--- src/rtl/spi_slave_core_if.sv ---
// spi_slave_core_if: pin-side SPI signals plus the host-side TX/RX handshake of the slave core.
interface spi_slave_core_if #(parameter int CHAR_LEN = 8);
  logic                ss_n_in;
  logic                sclk_in;
  logic                mosi_in;
  logic                miso_out;
  logic                miso_oe;
  logic                cpol;
  logic                cpha;
  logic                lsb;
  logic [CHAR_LEN-1:0] tx_data;
  logic                tx_load;
  logic                tx_ready;
  logic [CHAR_LEN-1:0] rx_data;
  logic                rx_valid;
  logic                rx_ack;
  logic                overrun;
  logic                busy;
  modport slave (
    input  ss_n_in, sclk_in, mosi_in, cpol, cpha, lsb, tx_data, tx_load, rx_ack,
    output miso_out, miso_oe, tx_ready, rx_data, rx_valid, overrun, busy
  );
  modport master (
    output ss_n_in, sclk_in, mosi_in, cpol, cpha, lsb, tx_data, tx_load, rx_ack,
    input  miso_out, miso_oe, tx_ready, rx_data, rx_valid, overrun, busy
  );
endinterface

--- src/rtl/spi_slave_core.sv ---
// spi_slave_core: oversampled SPI slave shift engine with single-entry TX buffer and RX holding register.
module spi_slave_core #(
  parameter int CHAR_LEN = 8,
  parameter int CNT_W    = 6
) (
  input logic             clk_in,
  input logic             rst,
  spi_slave_core_if.slave bus
);
  typedef enum logic {IDLE, ACTIVE} state_t;
  localparam logic [CHAR_LEN-1:0] ONE = CHAR_LEN'(1);
  localparam logic [CHAR_LEN-1:0] TOP = {1'b1, {(CHAR_LEN-1){1'b0}}};
  state_t              state_q, state_d;
  logic [2:0]          sclk_q;
  logic [1:0]          ss_q, mosi_q;
  logic                ss_prev_q;
  logic [CHAR_LEN-1:0] shift_q, shift_d, rx_q, rx_d, buf_q, buf_d, rx_data_q, rx_data_d;
  logic [CNT_W-1:0]    bit_q, bit_d, idx_q, idx_d;
  logic                tx_ready_q, tx_ready_d, rx_valid_q, rx_valid_d;
  logic                done_q, done_d, ovr_q, ovr_d;
  logic                active, sedge, lead, trail, sample, ss_fall, char_end, start;
  logic [CHAR_LEN-1:0] bit_mask, out_lsb, out_msb;
  always_ff @(posedge clk_in) begin
    if (rst) begin
      state_q    <= IDLE;
      sclk_q     <= '0;
      ss_q       <= '0;
      mosi_q     <= '0;
      ss_prev_q  <= 1'b0;
      shift_q    <= '0;
      rx_q       <= '0;
      buf_q      <= '0;
      rx_data_q  <= '0;
      bit_q      <= '0;
      idx_q      <= '0;
      tx_ready_q <= 1'b1;
      rx_valid_q <= 1'b0;
      done_q     <= 1'b0;
      ovr_q      <= 1'b0;
    end else begin
      state_q    <= state_d;
      sclk_q     <= {sclk_q[1:0], bus.sclk_in};
      ss_q       <= {ss_q[0], bus.ss_n_in};
      mosi_q     <= {mosi_q[0], bus.mosi_in};
      ss_prev_q  <= ss_q[1];
      shift_q    <= shift_d;
      rx_q       <= rx_d;
      buf_q      <= buf_d;
      rx_data_q  <= rx_data_d;
      bit_q      <= bit_d;
      idx_q      <= idx_d;
      tx_ready_q <= tx_ready_d;
      rx_valid_q <= rx_valid_d;
      done_q     <= done_d;
      ovr_q      <= ovr_d;
    end
  end
  // Edges only count while selected; the sample edge is the trail edge when cpha=1.
  always_comb begin
    active   = state_q == ACTIVE;
    sedge    = active && (sclk_q[1] ^ sclk_q[2]);
    lead     = sedge && (sclk_q[1] != bus.cpol);
    trail    = sedge && (sclk_q[1] == bus.cpol);
    sample   = bus.cpha ? trail : lead;
    ss_fall  = ss_prev_q && !ss_q[1];
    char_end = trail && ((bit_q + CNT_W'(sample)) == CNT_W'(CHAR_LEN));
    start    = (!active && ss_fall) || (active && !ss_q[1] && char_end);
    bit_mask = bus.lsb ? (ONE << bit_q) : (TOP >> bit_q);
    out_lsb  = shift_q >> idx_q;
    out_msb  = shift_q << idx_q;
  end
  always_comb begin
    state_d    = state_q;
    shift_d    = shift_q;
    rx_d       = rx_q;
    buf_d      = buf_q;
    bit_d      = bit_q;
    idx_d      = idx_q;
    tx_ready_d = tx_ready_q;
    done_d     = 1'b0;
    rx_data_d  = done_q ? rx_q : rx_data_q;
    rx_valid_d = done_q || (rx_valid_q && !bus.rx_ack);
    ovr_d      = done_q && rx_valid_q && !bus.rx_ack;
    if (bus.tx_load && tx_ready_q) begin
      buf_d      = bus.tx_data;
      tx_ready_d = 1'b0;
    end
    if (!active) begin
      if (ss_fall) state_d = ACTIVE;
    end else if (ss_q[1]) begin
      state_d = IDLE;
    end else begin
      if (sample) begin
        rx_d   = mosi_q[1] ? (rx_q | bit_mask) : (rx_q & ~bit_mask);
        bit_d  = bit_q + CNT_W'(1);
        done_d = bit_q == CNT_W'(CHAR_LEN - 1);
      end
      if (trail) idx_d = idx_q + CNT_W'(1);
    end
    // An empty buffer at character start transmits zeros.
    if (start) begin
      shift_d = tx_ready_q ? '0 : buf_q;
      bit_d   = '0;
      idx_d   = '0;
      if (!tx_ready_q) tx_ready_d = 1'b1;
    end
  end
  assign bus.miso_out = active && (bus.lsb ? out_lsb[0] : out_msb[CHAR_LEN-1]);
  assign bus.miso_oe  = active;
  assign bus.busy     = active;
  assign bus.tx_ready = tx_ready_q;
  assign bus.rx_data  = rx_data_q;
  assign bus.rx_valid = rx_valid_q;
  assign bus.overrun  = ovr_q;
endmodule
--- src/flat_wrapper.sv ---
// flat-port wrapper written by rule: the top's interface ports become plain ports
module spi_slave_core_flat 
#(
  parameter int CHAR_LEN = 8,
  parameter int CNT_W    = 6
)
  (clk_in, rst, bus_ss_n_in, bus_sclk_in, bus_mosi_in, bus_cpol, bus_cpha, bus_lsb, bus_tx_data, bus_tx_load, bus_rx_ack, bus_miso_out, bus_miso_oe, bus_tx_ready, bus_rx_data, bus_rx_valid, bus_overrun, bus_busy);
  spi_slave_core_if #(.CHAR_LEN(CHAR_LEN)) bus_i ();
  input logic clk_in;
  input logic rst;
  input wire logic [$bits(bus_i.ss_n_in)-1:0] bus_ss_n_in;
  input wire logic [$bits(bus_i.sclk_in)-1:0] bus_sclk_in;
  input wire logic [$bits(bus_i.mosi_in)-1:0] bus_mosi_in;
  input wire logic [$bits(bus_i.cpol)-1:0] bus_cpol;
  input wire logic [$bits(bus_i.cpha)-1:0] bus_cpha;
  input wire logic [$bits(bus_i.lsb)-1:0] bus_lsb;
  input wire logic [$bits(bus_i.tx_data)-1:0] bus_tx_data;
  input wire logic [$bits(bus_i.tx_load)-1:0] bus_tx_load;
  input wire logic [$bits(bus_i.rx_ack)-1:0] bus_rx_ack;
  output wire logic [$bits(bus_i.miso_out)-1:0] bus_miso_out;
  output wire logic [$bits(bus_i.miso_oe)-1:0] bus_miso_oe;
  output wire logic [$bits(bus_i.tx_ready)-1:0] bus_tx_ready;
  output wire logic [$bits(bus_i.rx_data)-1:0] bus_rx_data;
  output wire logic [$bits(bus_i.rx_valid)-1:0] bus_rx_valid;
  output wire logic [$bits(bus_i.overrun)-1:0] bus_overrun;
  output wire logic [$bits(bus_i.busy)-1:0] bus_busy;
  assign bus_i.ss_n_in = bus_ss_n_in;
  assign bus_i.sclk_in = bus_sclk_in;
  assign bus_i.mosi_in = bus_mosi_in;
  assign bus_i.cpol = bus_cpol;
  assign bus_i.cpha = bus_cpha;
  assign bus_i.lsb = bus_lsb;
  assign bus_i.tx_data = bus_tx_data;
  assign bus_i.tx_load = bus_tx_load;
  assign bus_i.rx_ack = bus_rx_ack;
  assign bus_miso_out = bus_i.miso_out;
  assign bus_miso_oe = bus_i.miso_oe;
  assign bus_tx_ready = bus_i.tx_ready;
  assign bus_rx_data = bus_i.rx_data;
  assign bus_rx_valid = bus_i.rx_valid;
  assign bus_overrun = bus_i.overrun;
  assign bus_busy = bus_i.busy;
  spi_slave_core #(.CHAR_LEN(CHAR_LEN), .CNT_W(CNT_W)) u_core (.clk_in(clk_in), .rst(rst), .bus(bus_i));
endmodule
--- config.mk ---
export PLATFORM = sky130hd
export DESIGN_NAME = spi_slave_core_flat
export DESIGN_NICKNAME = d
export VERILOG_FILES = /design/src/rtl/spi_slave_core_if.sv /design/src/rtl/spi_slave_core.sv /design/src/flat_wrapper.sv
export SDC_FILE = /design/constraint.sdc
export NUM_CORES = 1
export LEC_CHECK = 0
export CORE_AREA = 2 2 72 74
export DETAILED_ROUTE_END_ITERATION = 7
export DIE_AREA = 0 0 74 76
export HOLD_SLACK_MARGIN = 0.02
export PLACE_DENSITY_LB_ADDON = 0.08
export SYNTH_ARGS = -nofsm -noshare
export SYNTH_HDL_FRONTEND = slang
export SYNTH_SLANG_ARGS = --single-unit
--- constraint.sdc ---
create_clock -name clk_in -period 3 [get_ports clk_in]
set_input_delay 0.6 -clock clk_in [delete_from_list [all_inputs] [get_ports clk_in]]
set_output_delay 0.6 -clock clk_in [all_outputs]
set_load 0.02 [all_outputs]
Yosys cells after proc, flatten, opt, wreduce, memory -nomap -nowiden. Cells that the tools add are included.

Register bits: 57. Input port bits: 18. Output and inout bits: 14. Word-level logic and storage cells: 66.

Add/subtract/negate cells: 3. Eq/ne operators: 4. Shift operators: 4. Mux-type cells: 11. Bitwise logic cells: 7. Reduce and logical (&&, ||, !) cells: 22.

Operators with widths (number): 8-bit 2-to-1 mux (3); 1-bit logical AND (13); 6-bit by 1-bit adder with 6-bit output, second input constant (2); 8-bit AND (1); 1-bit 2-to-1 mux (8); 8-bit NOT (1); 8-bit bitwise OR (1); 1-bit by 6-bit left shift with 8-bit output, first input constant (1); 8-bit by 6-bit left shift with 8-bit output (1); 8-bit by 6-bit right shift with 1-bit output (1); 8-bit by 6-bit right shift with 8-bit output, first input constant (1); 6-bit by 1-bit adder with 6-bit output (1); 6-bit by 3-bit == test with 1-bit output, second input constant (1); 6-bit by 4-bit == test with 1-bit output, second input constant (1); 3-bit AND reduction (2); 4-bit OR reduction (1); 1-bit zero test (3); 1-bit NOT (3); 1-bit logical OR (2); 2-bit OR reduction (1); 1-bit == test (1); 1-bit inequality test (1); 1-bit bitwise XOR (1).

Longest topological paths before layout. Gate-level depths: netlist of the first run.

Depth in word-level cells: 10. Depth in mapped cells: 11. Gate-level depth less buffers: 10.

Least setup slack after synthesis of the first run. No wires, ideal clock.

Path kind: input to register. From: in bus_cpol. To: reg u_core.shift_q[0]. Library setup time: 72 ps. Data arrival time: 2652 ps. Data required time: 2928 ps. Setup slack: 277 ps. Cell stages on the path: 9. Cells stage by stage: xnor2_1 mux2i_1 nor2b_1 ha_1 ha_1 a31oi_1 nor4b_4 a21oi_2 mux2i_1.

Word-level cells in the longest chain between the ends: 8. Elaborated cells on any way between the ends: 10. Those cells by class: add/sub (1); eq/ne (3); mux (1); reduce/logical (5).

RTL lines: from (decl) (line flat_wrapper.sv:14) `input wire logic [$bits(bus_i.cpol)-1:0] bus_cpol;`; 1-bit inequality test / 1-bit == test (equally long branches) (line spi_slave_core.sv:62, spi_slave_core.sv:63); 1-bit logical AND, on equally long branches (line spi_slave_core.sv:62, spi_slave_core.sv:63); 1-bit 2-to-1 mux (line spi_slave_core.sv:64) `sample = bus.cpha ? trail : lead;`; 6-bit by 1-bit adder with 6-bit output (line spi_slave_core.sv:66) `char_end = trail && ((bit_q + CNT_W'(sample)) == CNT_W'(CHAR_LEN));`; 6-bit by 4-bit == test with 1-bit output (line spi_slave_core.sv:66); 1-bit logical AND (*) (line spi_slave_core.sv:66); 1-bit logical AND (*) (line spi_slave_core.sv:67) `start = (!active && ss_fall) || (active && !ss_q[1] && char_end);`; 1-bit logical OR (*) (line spi_slave_core.sv:67); to (signal assigned) (line spi_slave_core.sv:46) `shift_q <= shift_d;`; to (decl) (line spi_slave_core.sv:17) `logic [CHAR_LEN-1:0] shift_q, shift_d, rx_q, rx_d, buf_q, buf_d, rx_data_q, rx_data_d;`.

Every way passes the cells marked *; elsewhere a longest branch is shown, timed or not. A chain may end at the register's enable or synchronous reset.

Worst setup path in the final report of the first run.
From: in bus_cpol. To: reg u_core.bit_q[0].

Word-level cells in the longest chain between the ends: 9. Elaborated cells on any way between the ends: 12. Those cells by class: add/sub (1); eq/ne (3); mux (1); reduce/logical (7).

RTL lines: 1-bit inequality test / 1-bit == test (equally long branches) (line spi_slave_core.sv:62, spi_slave_core.sv:63); 1-bit logical AND, on equally long branches (line spi_slave_core.sv:62, spi_slave_core.sv:63); 1-bit 2-to-1 mux (line spi_slave_core.sv:64); 6-bit by 1-bit adder with 6-bit output (line spi_slave_core.sv:66); 6-bit by 4-bit == test with 1-bit output (line spi_slave_core.sv:66); 1-bit logical AND (line spi_slave_core.sv:66); 1-bit logical AND (line spi_slave_core.sv:67); 1-bit logical OR (line spi_slave_core.sv:67); 2-bit OR reduction (no line); to (signal assigned) (line spi_slave_core.sv:50) `bit_q <= bit_d;`; to (decl) (line spi_slave_core.sv:18) `logic [CNT_W-1:0] bit_q, bit_d, idx_q, idx_d;`.

Several ways; a longest one is shown, not always the timed one.

==> run_summary.xml, run 1 <==
<?xml version="1.0" encoding="UTF-8"?>
<metrics>
  <group name="run_status">
    <metric name="status" unit="">complete, no violations</metric>
  </group>
  <group name="logic_synthesis">
    <metric name="synth.top_cells.by_count" unit="">sky130_fd_sc_hd__dfxtp_1, sky130_fd_sc_hd__nand2_1, sky130_fd_sc_hd__mux2i_1, sky130_fd_sc_hd__nand2b_1, sky130_fd_sc_hd__nor2_1</metric>
    <metric name="yosys.cell_types.count" unit="">41</metric>
    <metric name="synth-seq-cells" unit="">57</metric>
    <metric name="cell_area_after_synthesis" unit="mm2">0.00257</metric>
    <metric name="synthArstFlopShare" unit="%">0</metric>
    <metric name="netlist_instances" unit="">273</metric>
    <metric name="synth.largest_area_cell" unit="">sky130_fd_sc_hd__dfxtp_1</metric>
    <metric name="synth.yosys.warnings" unit="">0</metric>
    <metric name="synth_edf_count" unit="">0</metric>
    <metric name="synth-seq-area-share" unit="%">44.4</metric>
    <metric name="synth_largest_type_area_fraction" unit="%">44.4</metric>
    <metric name="ys.flop_type" unit="">sky130_fd_sc_hd__dfxtp_1</metric>
    <metric name="most_area_consuming_cells_after_synthesis" unit="">sky130_fd_sc_hd__dfxtp_1, sky130_fd_sc_hd__mux2i_1, sky130_fd_sc_hd__nand2_1, sky130_fd_sc_hd__nand2b_1, sky130_fd_sc_hd__mux4_2</metric>
    <metric name="synth.most_common_cell" unit="">sky130_fd_sc_hd__dfxtp_1</metric>
    <metric name="synth_area_per_cell" unit="um2">9.42</metric>
    <metric name="synth.net_count" unit="">295</metric>
  </group>
  <group name="critical_path">
    <metric name="timing.critical_path.to_type" unit="">flip-flop</metric>
    <metric name="critPathMaxFanout" unit="">6</metric>
    <metric name="timing_worst_setup_path_type" unit="">primary input to flip-flop</metric>
    <metric name="worst_setup_path_start_kind" unit="">primary input</metric>
    <metric name="worstPathRequired" unit="ps">3210</metric>
    <metric name="worst_ep_arrival_time" unit="ps">3090</metric>
  </group>
  <group name="global_route">
    <metric name="groute.usage.overall" unit="%">18.0</metric>
    <metric name="pin_count_of_the_biggest_net_entering_global_routing" unit="">25</metric>
    <metric name="grt-ovfl-total" unit="">0</metric>
    <metric name="antenna_found_initial" unit="">0</metric>
    <metric name="grt_first_pass_wirelength" unit="mm">7.80</metric>
    <metric name="number_of_global_route_vias_before_repair" unit="">1764</metric>
  </group>
  <group name="timing">
    <metric name="crit_path_setup_slack_layout" unit="ps">120</metric>
    <metric name="setup_violations" unit="">0</metric>
    <metric name="final.setup_skew" unit="ps">7.48</metric>
    <metric name="hold_vio_cnt_final" unit="">0</metric>
    <metric name="final_min_period_over_clock_period" unit="%">96.0</metric>
    <metric name="min_period" unit="ps">2880</metric>
    <metric name="fmax" unit="GHz">0.347</metric>
    <metric name="setup-tns-final" unit="ps">0</metric>
    <metric name="max_slew_margin" unit="%">45.8</metric>
    <metric name="slew_viol_final" unit="">0</metric>
    <metric name="slew_at_the_pin_closest_to_its_max_slew_limit" unit="ps">811</metric>
    <metric name="holdWs" unit="ps">435</metric>
  </group>
  <group name="layout">
    <metric name="num_antenna_cells" unit="">0</metric>
    <metric name="final_nets" unit="">336</metric>
    <metric name="drive_gt1_share" unit="%">12.6</metric>
    <metric name="synthToLayoutAreaGrowth" unit="%">25.1</metric>
  </group>
  <group name="floorplanning">
    <metric name="chipWidth" unit="um">74</metric>
    <metric name="floorplan.core_area" unit="mm2">0.00491</metric>
    <metric name="fp-row-count" unit="">26</metric>
    <metric name="initial_utilization" unit="%">52.3</metric>
    <metric name="die_h" unit="um">76</metric>
    <metric name="design.die.area" unit="mm2">0.00562</metric>
    <metric name="ioPinCount" unit="">32</metric>
  </group>
  <group name="placed_design">
    <metric name="placement.io_buffers" unit="">31</metric>
    <metric name="pre_cts_slack" unit="ps">-225</metric>
    <metric name="half_perimeter_wire_length_after_placement" unit="mm">3.21</metric>
    <metric name="finalWeightedCongestion" unit="">0.850</metric>
  </group>
  <group name="drt">
    <metric name="detailroute.wirelength.met3" unit="um">182</metric>
    <metric name="first_iter_violations" unit="">79</metric>
    <metric name="via_per_inst" unit="">5.09</metric>
    <metric name="drt-met1-wl" unit="mm">2.41</metric>
    <metric name="antenna_violating_nets_post_route" unit="">0</metric>
    <metric name="detailroute.via_count" unit="">1976</metric>
    <metric name="highest_layer" unit="">met4</metric>
    <metric name="met2RoutedLength" unit="mm">2.13</metric>
    <metric name="detail_route.drc_violations" unit="">0</metric>
    <metric name="detail_route.wl_per_cell" unit="um">12.3</metric>
    <metric name="post_detailed_routing_wire_length" unit="mm">4.78</metric>
    <metric name="drt_pre_antenna_iters" unit="">5</metric>
  </group>
  <group name="power_and_ir_drop">
    <metric name="power_density" unit="mW/mm2">487</metric>
    <metric name="power.static_leakage" unit="nW">1.24</metric>
    <metric name="vdd.ir_drop.worst" unit="mV">0.328</metric>
    <metric name="post-layout-total-power" unit="mW">1.57</metric>
  </group>
  <group name="clocking">
    <metric name="clk-insertion-delay-late" unit="ps">320</metric>
    <metric name="clk_transition_reported_paths" unit="ps">60</metric>
    <metric name="cts.path.max_buffers" unit="">2</metric>
    <metric name="tritoncts" unit="">built</metric>
    <metric name="cts-buffers-inserted" unit="">9</metric>
    <metric name="number_of_sinks_driven_by_the_clock_tree" unit="">57</metric>
    <metric name="clock_tree.htree_level_count" unit="">3</metric>
    <metric name="clock_tree_root" unit="">sky130_fd_sc_hd__clkbuf_8</metric>
  </group>
  <group name="run">
    <metric name="drv.max_cap_violation_count" unit="">0</metric>
  </group>
  <group name="worst_hold_path">
    <metric name="holdCritPathClass" unit="">flip-flop to flip-flop</metric>
  </group>
</metrics>
-- metrics by stage --
| step | util [%] | std cells | area [um2] |
|---|---|---|---|
| 2_1_floorplan | - | 273 | 2570 |
| 3_3_place_gp | 60.8 | 371 | 2990 |
| 3_5_place_dp | 60.8 | 371 | 2990 |
| 4_1_cts | 64.7 | 386 | 3180 |
| 5_1_grt | 65.5 | 388 | 3220 |
| 6_report | 65.5 | 388 | 3220 |
-- cells in the final DEF, fill, tap and decap left out, types with 3 or more instances in the layout --
master | synthesis | final
sky130_fd_sc_hd__clkbuf_8 | 0 | 11
sky130_fd_sc_hd__clkdlybuf4s50_1 | 0 | 30
sky130_fd_sc_hd__nor2b_1 | 11 | 11
sky130_fd_sc_hd__nand3_1 | 3 | 3
sky130_fd_sc_hd__ha_1 | 4 | 4
sky130_fd_sc_hd__xnor2_1 | 7 | 7
sky130_fd_sc_hd__nor4_1 | 3 | 3
sky130_fd_sc_hd__o22ai_1 | 8 | 8
sky130_fd_sc_hd__nand2b_1 | 24 | 24
sky130_fd_sc_hd__mux2i_1 | 26 | 26
sky130_fd_sc_hd__mux4_2 | 5 | 5
sky130_fd_sc_hd__nor2_1 | 24 | 24
sky130_fd_sc_hd__buf_4 | 1 | 12
sky130_fd_sc_hd__inv_1 | 3 | 3
sky130_fd_sc_hd__nor3_1 | 4 | 3
sky130_fd_sc_hd__dfxtp_1 | 57 | 56
sky130_fd_sc_hd__nand2_1 | 41 | 41
sky130_fd_sc_hd__a21oi_1 | 11 | 11
sky130_fd_sc_hd__xor2_1 | 4 | 4
-- power breakdown --
part / internal, mW / total [mW] / switching, mW
logic: 0.0476 / 0.0899 / 0.0422
clock network: 0.421 / 0.699 / 0.277
registers: 0.770 / 0.778 / 0.00834
total: 1.24 / 1.57 / 0.328
-- layout make-up --
type | count | area, um2
clock buffers | 12 | 155
well taps | 70 | 87.6
inverters | 3 | 11.3
fillers | 441 | 1700
repair buffers | 43 | 399
clock inverters | 3 | 40.0
flip-flops and latches | 57 | 1140
multi-input cells | 200 | 1380
-- kinds of logic (layout without fill, tap and decap cells) --
group           after synthesis  in the layout  share of synthesized area [%]
simple gates                125            125                           25.3
buf+inv                      17             61                           3.02
fa+ha+maj                     4              4                           1.95
mux                          31             31                           14.5
flops                        57             57                           44.4
compound gates               28             29                           7.10
xor+xnor                     11             11                           3.75
-- routing by layer --
metal	vias up	global-route usage (%)
met3	7	4.76
met1	909	25.6
met5	-	0
met4	0	11.1
li1	1017	-
met2	43	24.0
-- worst paths after layout --
kind	startpoint	endpoint	slack (ps)	cells past startpoint
min	u_core.sclk_q[0]	u_core.sclk_q[1]	430	1
min reg2reg	u_core.sclk_q[0]	u_core.sclk_q[1]	430	1
max reg2reg	u_core.sclk_q[1]	u_core.bit_q[0]	640	10
max	bus_cpol	u_core.bit_q[0]	120	11
-- worst max-delay path, cell delays in order --
cell                              delay [ps]
sky130_fd_sc_hd__clkdlybuf4s50_1         490
sky130_fd_sc_hd__xnor2_1                 140
sky130_fd_sc_hd__mux2i_1                 260
sky130_fd_sc_hd__nor2b_1                  80
sky130_fd_sc_hd__ha_1                    200
sky130_fd_sc_hd__ha_1                    240
sky130_fd_sc_hd__nor3_2                  130
sky130_fd_sc_hd__a31oi_1                  90
sky130_fd_sc_hd__nor4b_4                 460
sky130_fd_sc_hd__a311o_2                 340
sky130_fd_sc_hd__nor2_1                   70
-- repair_timing --
item | in CTS | in global routing
buffers inserted | 0 | 1
pin swaps | 0 | 3
resized for setup | 2 | 4
setup endpoints to repair | 1 | 20
cloned | 0 | 1
hold buffers | 0 | 0
(Power assumes the default switching activity.)
==> run 2: changes to the inputs <==
--- a/config.mk
+++ b/config.mk
@@ -6,9 +6,9 @@
 export NUM_CORES = 1
 export LEC_CHECK = 0
 export CORE_AREA = 2 2 72 74
+export CTS_CLUSTER_SIZE = 40
 export DETAILED_ROUTE_END_ITERATION = 7
 export DIE_AREA = 0 0 74 76
-export HOLD_SLACK_MARGIN = 0.02
 export PLACE_DENSITY_LB_ADDON = 0.08
 export SYNTH_ARGS = -nofsm -noshare
 export SYNTH_HDL_FRONTEND = slang
==> constraint.sdc (replaced) <==
create_clock -name clk_in -period 3 [get_ports clk_in]
set_input_delay 0.3 -clock clk_in [delete_from_list [all_inputs] [get_ports clk_in]]
set_output_delay 0.3 -clock clk_in [all_outputs]
set_load 0.02 [all_outputs]
==> run_summary.xml, run 2 (synthesized netlist as in run 1, its figures left out) <==
<?xml version="1.0" encoding="UTF-8"?>
<metrics>
  <group name="placed_design">
    <metric name="dpl.cell_count" unit="">362</metric>
    <metric name="half_perimeter_wire_length_after_placement" unit="mm">3.17</metric>
    <metric name="finalWeightedCongestion" unit="">0.860</metric>
    <metric name="pre_cts_slack" unit="ps">51.1</metric>
    <metric name="placement.io_buffers" unit="">31</metric>
  </group>
  <group name="clocking">
    <metric name="number_of_sinks_driven_by_the_clock_tree" unit="">57</metric>
    <metric name="number_of_hold_buffers_added_after_cts" unit="">0</metric>
    <metric name="clk-insertion-delay-late" unit="ps">330</metric>
    <metric name="cts-buffers-inserted" unit="">9</metric>
    <metric name="cts.repair_timing.setup_buffer_count" unit="">0</metric>
    <metric name="tritoncts" unit="">built</metric>
    <metric name="clock_tree.htree_level_count" unit="">3</metric>
    <metric name="clock_tree_root" unit="">sky130_fd_sc_hd__clkbuf_8</metric>
    <metric name="postCtsResizedCells" unit="">0</metric>
    <metric name="cts.path.max_buffers" unit="">2</metric>
    <metric name="clk_transition_reported_paths" unit="ps">60</metric>
  </group>
  <group name="floorplanning">
    <metric name="design.die.area" unit="mm2">0.00562</metric>
    <metric name="fp-row-count" unit="">26</metric>
    <metric name="initial_utilization" unit="%">52.3</metric>
    <metric name="ioPinCount" unit="">32</metric>
    <metric name="floorplan.core_area" unit="mm2">0.00491</metric>
    <metric name="die_h" unit="um">76</metric>
    <metric name="chipWidth" unit="um">74</metric>
  </group>
  <group name="drt">
    <metric name="via_per_inst" unit="">5.04</metric>
    <metric name="detail_route.wl_per_cell" unit="um">12.3</metric>
    <metric name="detail_route.drc_violations" unit="">0</metric>
    <metric name="antenna_violating_nets_post_route" unit="">0</metric>
    <metric name="first_iter_violations" unit="">139</metric>
    <metric name="detailroute.via_count" unit="">1901</metric>
    <metric name="drt_pre_antenna_iters" unit="">4</metric>
    <metric name="post_detailed_routing_wire_length" unit="mm">4.63</metric>
  </group>
  <group name="timing">
    <metric name="final_min_period_over_clock_period" unit="%">92.5</metric>
    <metric name="fmax" unit="GHz">0.360</metric>
    <metric name="slew_viol_final" unit="">0</metric>
    <metric name="final.setup_skew" unit="ps">6.18</metric>
    <metric name="setup_violations" unit="">0</metric>
    <metric name="crit_path_setup_slack_layout" unit="ps">225</metric>
    <metric name="setup-tns-final" unit="ps">0</metric>
    <metric name="min_period" unit="ps">2770</metric>
    <metric name="hold_vio_cnt_final" unit="">0</metric>
    <metric name="slew_at_the_pin_closest_to_its_max_slew_limit" unit="ps">660</metric>
    <metric name="holdWs" unit="ps">436</metric>
    <metric name="setup_repair_after_global_routing_missed_its_margin" unit="">false</metric>
    <metric name="max_slew_margin" unit="%">55.9</metric>
  </group>
  <group name="power_and_ir_drop">
    <metric name="vdd.ir_drop.worst" unit="mV">0.330</metric>
    <metric name="post-layout-total-power" unit="mW">1.62</metric>
    <metric name="power_density" unit="mW/mm2">517</metric>
    <metric name="power.static_leakage" unit="nW">1.19</metric>
  </group>
  <group name="worst_hold_path">
    <metric name="holdCritPathClass" unit="">flip-flop to flip-flop</metric>
  </group>
  <group name="layout">
    <metric name="final_common_cell" unit="">sky130_fd_sc_hd__dfxtp_1</metric>
    <metric name="drive_gt1_share" unit="%">9.12</metric>
    <metric name="synthToLayoutAreaGrowth" unit="%">21.8</metric>
    <metric name="final_nets" unit="">325</metric>
    <metric name="num_antenna_cells" unit="">0</metric>
    <metric name="layout.area.seq" unit="mm2">0.00114</metric>
    <metric name="layout.cells.most_common_list" unit="">sky130_fd_sc_hd__dfxtp_1, sky130_fd_sc_hd__nand2_1, sky130_fd_sc_hd__clkdlybuf4s50_1, sky130_fd_sc_hd__mux2i_1</metric>
    <metric name="finalNonFillerCells" unit="">377</metric>
    <metric name="multiInputGateArea" unit="mm2">0.00135</metric>
    <metric name="layout.filler_cells" unit="">424</metric>
  </group>
  <group name="global_route">
    <metric name="groute.usage.overall" unit="%">18.8</metric>
    <metric name="grt-ovfl-total" unit="">0</metric>
    <metric name="pin_count_of_the_biggest_net_entering_global_routing" unit="">27</metric>
    <metric name="antenna_found_initial" unit="">0</metric>
    <metric name="grt_first_pass_wirelength" unit="mm">8.11</metric>
    <metric name="number_of_global_route_vias_before_repair" unit="">1783</metric>
  </group>
  <group name="critical_path">
    <metric name="timing_worst_setup_path_type" unit="">flip-flop to primary output</metric>
    <metric name="timing.critical_path.to_type" unit="">primary output</metric>
    <metric name="worst_setup_path_start_kind" unit="">flip-flop</metric>
    <metric name="worst_ep_arrival_time" unit="ps">2470</metric>
    <metric name="worstPathRequired" unit="ps">2700</metric>
    <metric name="critPathMaxFanout" unit="">7</metric>
  </group>
  <group name="run">
    <metric name="drv.max_cap_violation_count" unit="">0</metric>
  </group>
  <group name="run_status">
    <metric name="status" unit="">complete, no violations</metric>
  </group>
</metrics>
## run 2: worst max-delay path: stages, from the launching register on
cell                              delay [ps]
sky130_fd_sc_hd__dfxtp_2                 430
sky130_fd_sc_hd__mux4_2                  510
sky130_fd_sc_hd__mux4_2                  470
sky130_fd_sc_hd__and4b_1                 190
sky130_fd_sc_hd__clkdlybuf4s50_1         530
## run 2: cell type report
type | instances | share of cell area [%]
multi-input cells | 199 | 43.2
flip-flops and latches | 57 | 36.5
repair buffers | 33 | 10.4
clock buffers | 13 | 5.71
well taps | 70 | 2.80
clock inverters | 2 | 1.12
inverters | 3 | 0.359
## run 2: metrics by stage
| step | util [%] | instance area [um2] |
|---|---|---|
| 6_report | 63.8 | 3130 |
| 5_1_grt | 63.8 | 3130 |
| 4_1_cts | 63.8 | 3130 |
| 3_5_place_dp | 59.4 | 2920 |
| 3_3_place_gp | 59.4 | 2920 |
| 2_1_floorplan | - | 2570 |
## run 2: layer usage
| layer | track usage (%) | vias to the layer above | wire [um] |
|---|---|---|---|
| li1 | - | 996 | - |
| met1 | 27.1 | 854 | 2330 |
| met2 | 25.1 | 39 | 1950 |
| met3 | 6.35 | 12 | 238 |
| met4 | 8.55 | 0 | 109 |
| met5 | 0 | - | 0 |
## run 2: path summary, 6_finish.rpt
path	from	to	slack (ps)	cells after the start
max	u_core.idx_q[0]	bus_miso_out	230	4
max reg2reg	u_core.sclk_q[1]	u_core.shift_q[3]	600	10
min reg2reg	u_core.mosi_q[0]	u_core.mosi_q[1]	440	1
min	u_core.mosi_q[0]	u_core.mosi_q[1]	440	1
## run 2: where the power goes
group | switching, mW | internal, mW
registers | 0.00832 | 0.770
logic | 0.0405 | 0.0441
clock network | 0.290 | 0.468
==> run 3: changes to the inputs <==
--- a/config.mk
+++ b/config.mk
@@ -5,10 +5,10 @@
 export SDC_FILE = /design/constraint.sdc
 export NUM_CORES = 1
 export LEC_CHECK = 0
-export CORE_AREA = 2 2 72 74
+export CORE_AREA = 2 2 92 58
 export CTS_CLUSTER_SIZE = 40
 export DETAILED_ROUTE_END_ITERATION = 7
-export DIE_AREA = 0 0 74 76
+export DIE_AREA = 0 0 94 60
 export PLACE_DENSITY_LB_ADDON = 0.08
 export SYNTH_ARGS = -nofsm -noshare
 export SYNTH_HDL_FRONTEND = slang
==> run_summary.xml, run 3 (synthesized netlist as in run 1, its figures left out) <==
<?xml version="1.0" encoding="UTF-8"?>
<metrics>
  <group name="clocking">
    <metric name="cts-buffers-inserted" unit="">9</metric>
    <metric name="number_of_hold_buffers_added_after_cts" unit="">0</metric>
    <metric name="cts.repair_timing.setup_buffer_count" unit="">0</metric>
    <metric name="clock_tree.htree_level_count" unit="">3</metric>
    <metric name="clk-insertion-delay-late" unit="ps">340</metric>
    <metric name="tritoncts" unit="">built</metric>
    <metric name="clk_transition_reported_paths" unit="ps">60</metric>
    <metric name="cts.path.max_buffers" unit="">2</metric>
    <metric name="clock_tree_root" unit="">sky130_fd_sc_hd__clkbuf_8</metric>
    <metric name="number_of_sinks_driven_by_the_clock_tree" unit="">57</metric>
  </group>
  <group name="critical_path">
    <metric name="timing_worst_setup_path_type" unit="">flip-flop to primary output</metric>
    <metric name="worst_ep_arrival_time" unit="ps">2490</metric>
    <metric name="worstPathCellList" unit="">mux4_2 -&gt; mux4_2 -&gt; and4b_1 -&gt; clkdlybuf4s50_1</metric>
    <metric name="most_repeated_library_cell_on_the_critical_path" unit="">sky130_fd_sc_hd__mux4_2</metric>
    <metric name="critical_path.n_buffers_inverters" unit="">1</metric>
    <metric name="worstPathRequired" unit="ps">2700</metric>
    <metric name="cp_slowest_cell" unit="">sky130_fd_sc_hd__clkdlybuf4s50_1</metric>
    <metric name="timing.critical_path.to_type" unit="">primary output</metric>
    <metric name="crit_path_max_incr_delay" unit="ps">530</metric>
    <metric name="critPathMaxFanout" unit="">7</metric>
    <metric name="critical_path.top_delay_family" unit="">multiplexers</metric>
    <metric name="worst_setup_path_start_kind" unit="">flip-flop</metric>
  </group>
  <group name="timing">
    <metric name="final_min_period_over_clock_period" unit="%">92.9</metric>
    <metric name="slew_viol_final" unit="">0</metric>
    <metric name="slew_at_the_pin_closest_to_its_max_slew_limit" unit="ps">641</metric>
    <metric name="holdWs" unit="ps">434</metric>
    <metric name="min_period" unit="ps">2790</metric>
    <metric name="final.setup_skew" unit="ps">8.84</metric>
    <metric name="fmax" unit="GHz">0.359</metric>
    <metric name="setup_repair_after_global_routing_missed_its_margin" unit="">false</metric>
    <metric name="setup_violations" unit="">0</metric>
    <metric name="max_slew_margin" unit="%">57.1</metric>
    <metric name="hold_vio_cnt_final" unit="">0</metric>
    <metric name="setup-tns-final" unit="ps">0</metric>
  </group>
  <group name="worst_hold_path">
    <metric name="holdCritPathClass" unit="">flip-flop to flip-flop</metric>
  </group>
  <group name="drt">
    <metric name="detailroute.via_count" unit="">1915</metric>
    <metric name="drt_pre_antenna_iters" unit="">4</metric>
    <metric name="via_per_inst" unit="">5.11</metric>
    <metric name="antenna_violating_nets_post_route" unit="">0</metric>
    <metric name="detail_route.wl_per_cell" unit="um">12.7</metric>
    <metric name="post_detailed_routing_wire_length" unit="mm">4.78</metric>
    <metric name="detail_route.drc_violations" unit="">0</metric>
    <metric name="first_iter_violations" unit="">84</metric>
  </group>
  <group name="global_route">
    <metric name="grt-ovfl-total" unit="">0</metric>
    <metric name="number_of_global_route_vias_before_repair" unit="">1722</metric>
    <metric name="grt_first_pass_wirelength" unit="mm">8.19</metric>
    <metric name="pin_count_of_the_biggest_net_entering_global_routing" unit="">19</metric>
    <metric name="antenna_found_initial" unit="">0</metric>
    <metric name="groute.usage.overall" unit="%">19.4</metric>
  </group>
  <group name="power_and_ir_drop">
    <metric name="internal_pwr_total" unit="mW">1.22</metric>
    <metric name="comb_power_share" unit="%">5.5</metric>
    <metric name="power.sequential.fraction" unit="%">49.9</metric>
    <metric name="post-layout-total-power" unit="mW">1.56</metric>
    <metric name="power.switching" unit="mW">0.341</metric>
    <metric name="power.static_leakage" unit="nW">1.18</metric>
    <metric name="power.share.clock" unit="%">44.6</metric>
    <metric name="vdd.ir_drop.worst" unit="mV">0.303</metric>
    <metric name="net_switching_share_of_the_total_power" unit="%">21.9</metric>
    <metric name="power_density" unit="mW/mm2">502</metric>
  </group>
  <group name="layout">
    <metric name="drive_gt1_share" unit="%">8.74</metric>
    <metric name="final_common_cell" unit="">sky130_fd_sc_hd__dfxtp_1</metric>
    <metric name="synthToLayoutAreaGrowth" unit="%">21.0</metric>
    <metric name="layout.filler_cells" unit="">431</metric>
    <metric name="final_nets" unit="">326</metric>
    <metric name="layout.area.seq" unit="mm2">0.00114</metric>
    <metric name="layout.cells.most_common_list" unit="">sky130_fd_sc_hd__dfxtp_1, sky130_fd_sc_hd__nand2_1, sky130_fd_sc_hd__clkdlybuf4s50_1, sky130_fd_sc_hd__mux2i_1</metric>
    <metric name="num_antenna_cells" unit="">0</metric>
    <metric name="finished_core_util" unit="%">63.7</metric>
    <metric name="multiInputGateArea" unit="mm2">0.00135</metric>
  </group>
  <group name="floorplanning">
    <metric name="ioPinCount" unit="">32</metric>
    <metric name="chipWidth" unit="um">94</metric>
    <metric name="fp-row-count" unit="">20</metric>
    <metric name="initial_utilization" unit="%">52.7</metric>
    <metric name="die_h" unit="um">60</metric>
    <metric name="design.die.area" unit="mm2">0.00564</metric>
    <metric name="floorplan.core_area" unit="mm2">0.00488</metric>
  </group>
  <group name="placed_design">
    <metric name="half_perimeter_wire_length_after_placement" unit="mm">3.43</metric>
    <metric name="placement.io_buffers" unit="">31</metric>
    <metric name="finalWeightedCongestion" unit="">0.806</metric>
  </group>
  <group name="run_status">
    <metric name="status" unit="">complete, no violations</metric>
  </group>
  <group name="run">
    <metric name="drv.max_cap_violation_count" unit="">0</metric>
  </group>
</metrics>
==> run 3: cell types whose count changed in the layout (fill, tap and decap cells not counted) <==
cell	change
sky130_fd_sc_hd__buf_4	+1
sky130_fd_sc_hd__clkbuf_1	+3
sky130_fd_sc_hd__clkinv_2	+1
sky130_fd_sc_hd__clkbuf_8	-3
==> run 3: final cells by class <==
| class | instances | area share [%] |
|---|---|---|
| Clock buffer | 13 | 4.79 |
| Clock inverter | 3 | 1.29 |
| Inverter | 3 | 0.362 |
| Multi-Input combinational cell | 199 | 43.5 |
| Sequential cell | 57 | 36.7 |
| Tap cell | 66 | 2.65 |
| Timing Repair Buffer | 34 | 10.7 |
==> run 3: final timing paths <==
kind / start / cells past startpoint / end / slack (ps)
min reg2reg: u_core.mosi_q[0] / 1 / u_core.mosi_q[1] / 430
max: u_core.idx_q[0] / 4 / bus_miso_out / 210
max reg2reg: u_core.sclk_q[1] / 9 / u_core.shift_q[1] / 660
min: u_core.mosi_q[0] / 1 / u_core.mosi_q[1] / 430
==> run 3: worst register-to-register path, cell delays in order (launching register included) <==
cell                      delay, ps
sky130_fd_sc_hd__dfxtp_1        340
sky130_fd_sc_hd__nor2b_1        140
sky130_fd_sc_hd__mux2i_1        190
sky130_fd_sc_hd__nor2b_1         80
sky130_fd_sc_hd__ha_1           210
sky130_fd_sc_hd__ha_1           230
sky130_fd_sc_hd__a31oi_1        270
sky130_fd_sc_hd__nor4b_4         90
sky130_fd_sc_hd__a21oi_2        480
sky130_fd_sc_hd__mux2i_1        240
==> run 3: timing repair <==
action | 4_1_cts | 5_1_grt
setup endpoints to repair | 0 | 1
resized for setup | 0 | 1
endpoints found under the hold margin | 0 | 0
==> run 3: through the flow <==
stage	cell area (um2)	worst slack [ps]	instances
2_1_floorplan	2570	577	273
3_3_place_gp	2920	141	359
3_5_place_dp	2920	78.9	359
4_1_cts	3110	56.8	375
5_1_grt	3110	99.7	375
6_report	3110	212	375
==> run 3: power groups by stage <==
stage / clock network (mW) / logic, mW / registers [mW]
global route: 0.747 / 0.0949 / 0.780
CTS: 0.714 / 0.0860 / 0.778
finish: 0.696 / 0.0858 / 0.778
global placement: 0 / 0.0853 / 0.795
detailed placement: 0 / 0.0857 / 0.795
floorplan: 0 / 0.0487 / 0.794
==> run 3: per-layer routing <==
metal  global-route usage (%)  wire length (um)  share of wire, %
met5                        0                 0                 0
met4                     4.35                15              0.31
met3                     9.96               279               5.8
met2                     24.8              1750                37
met1                     28.4              2740                57
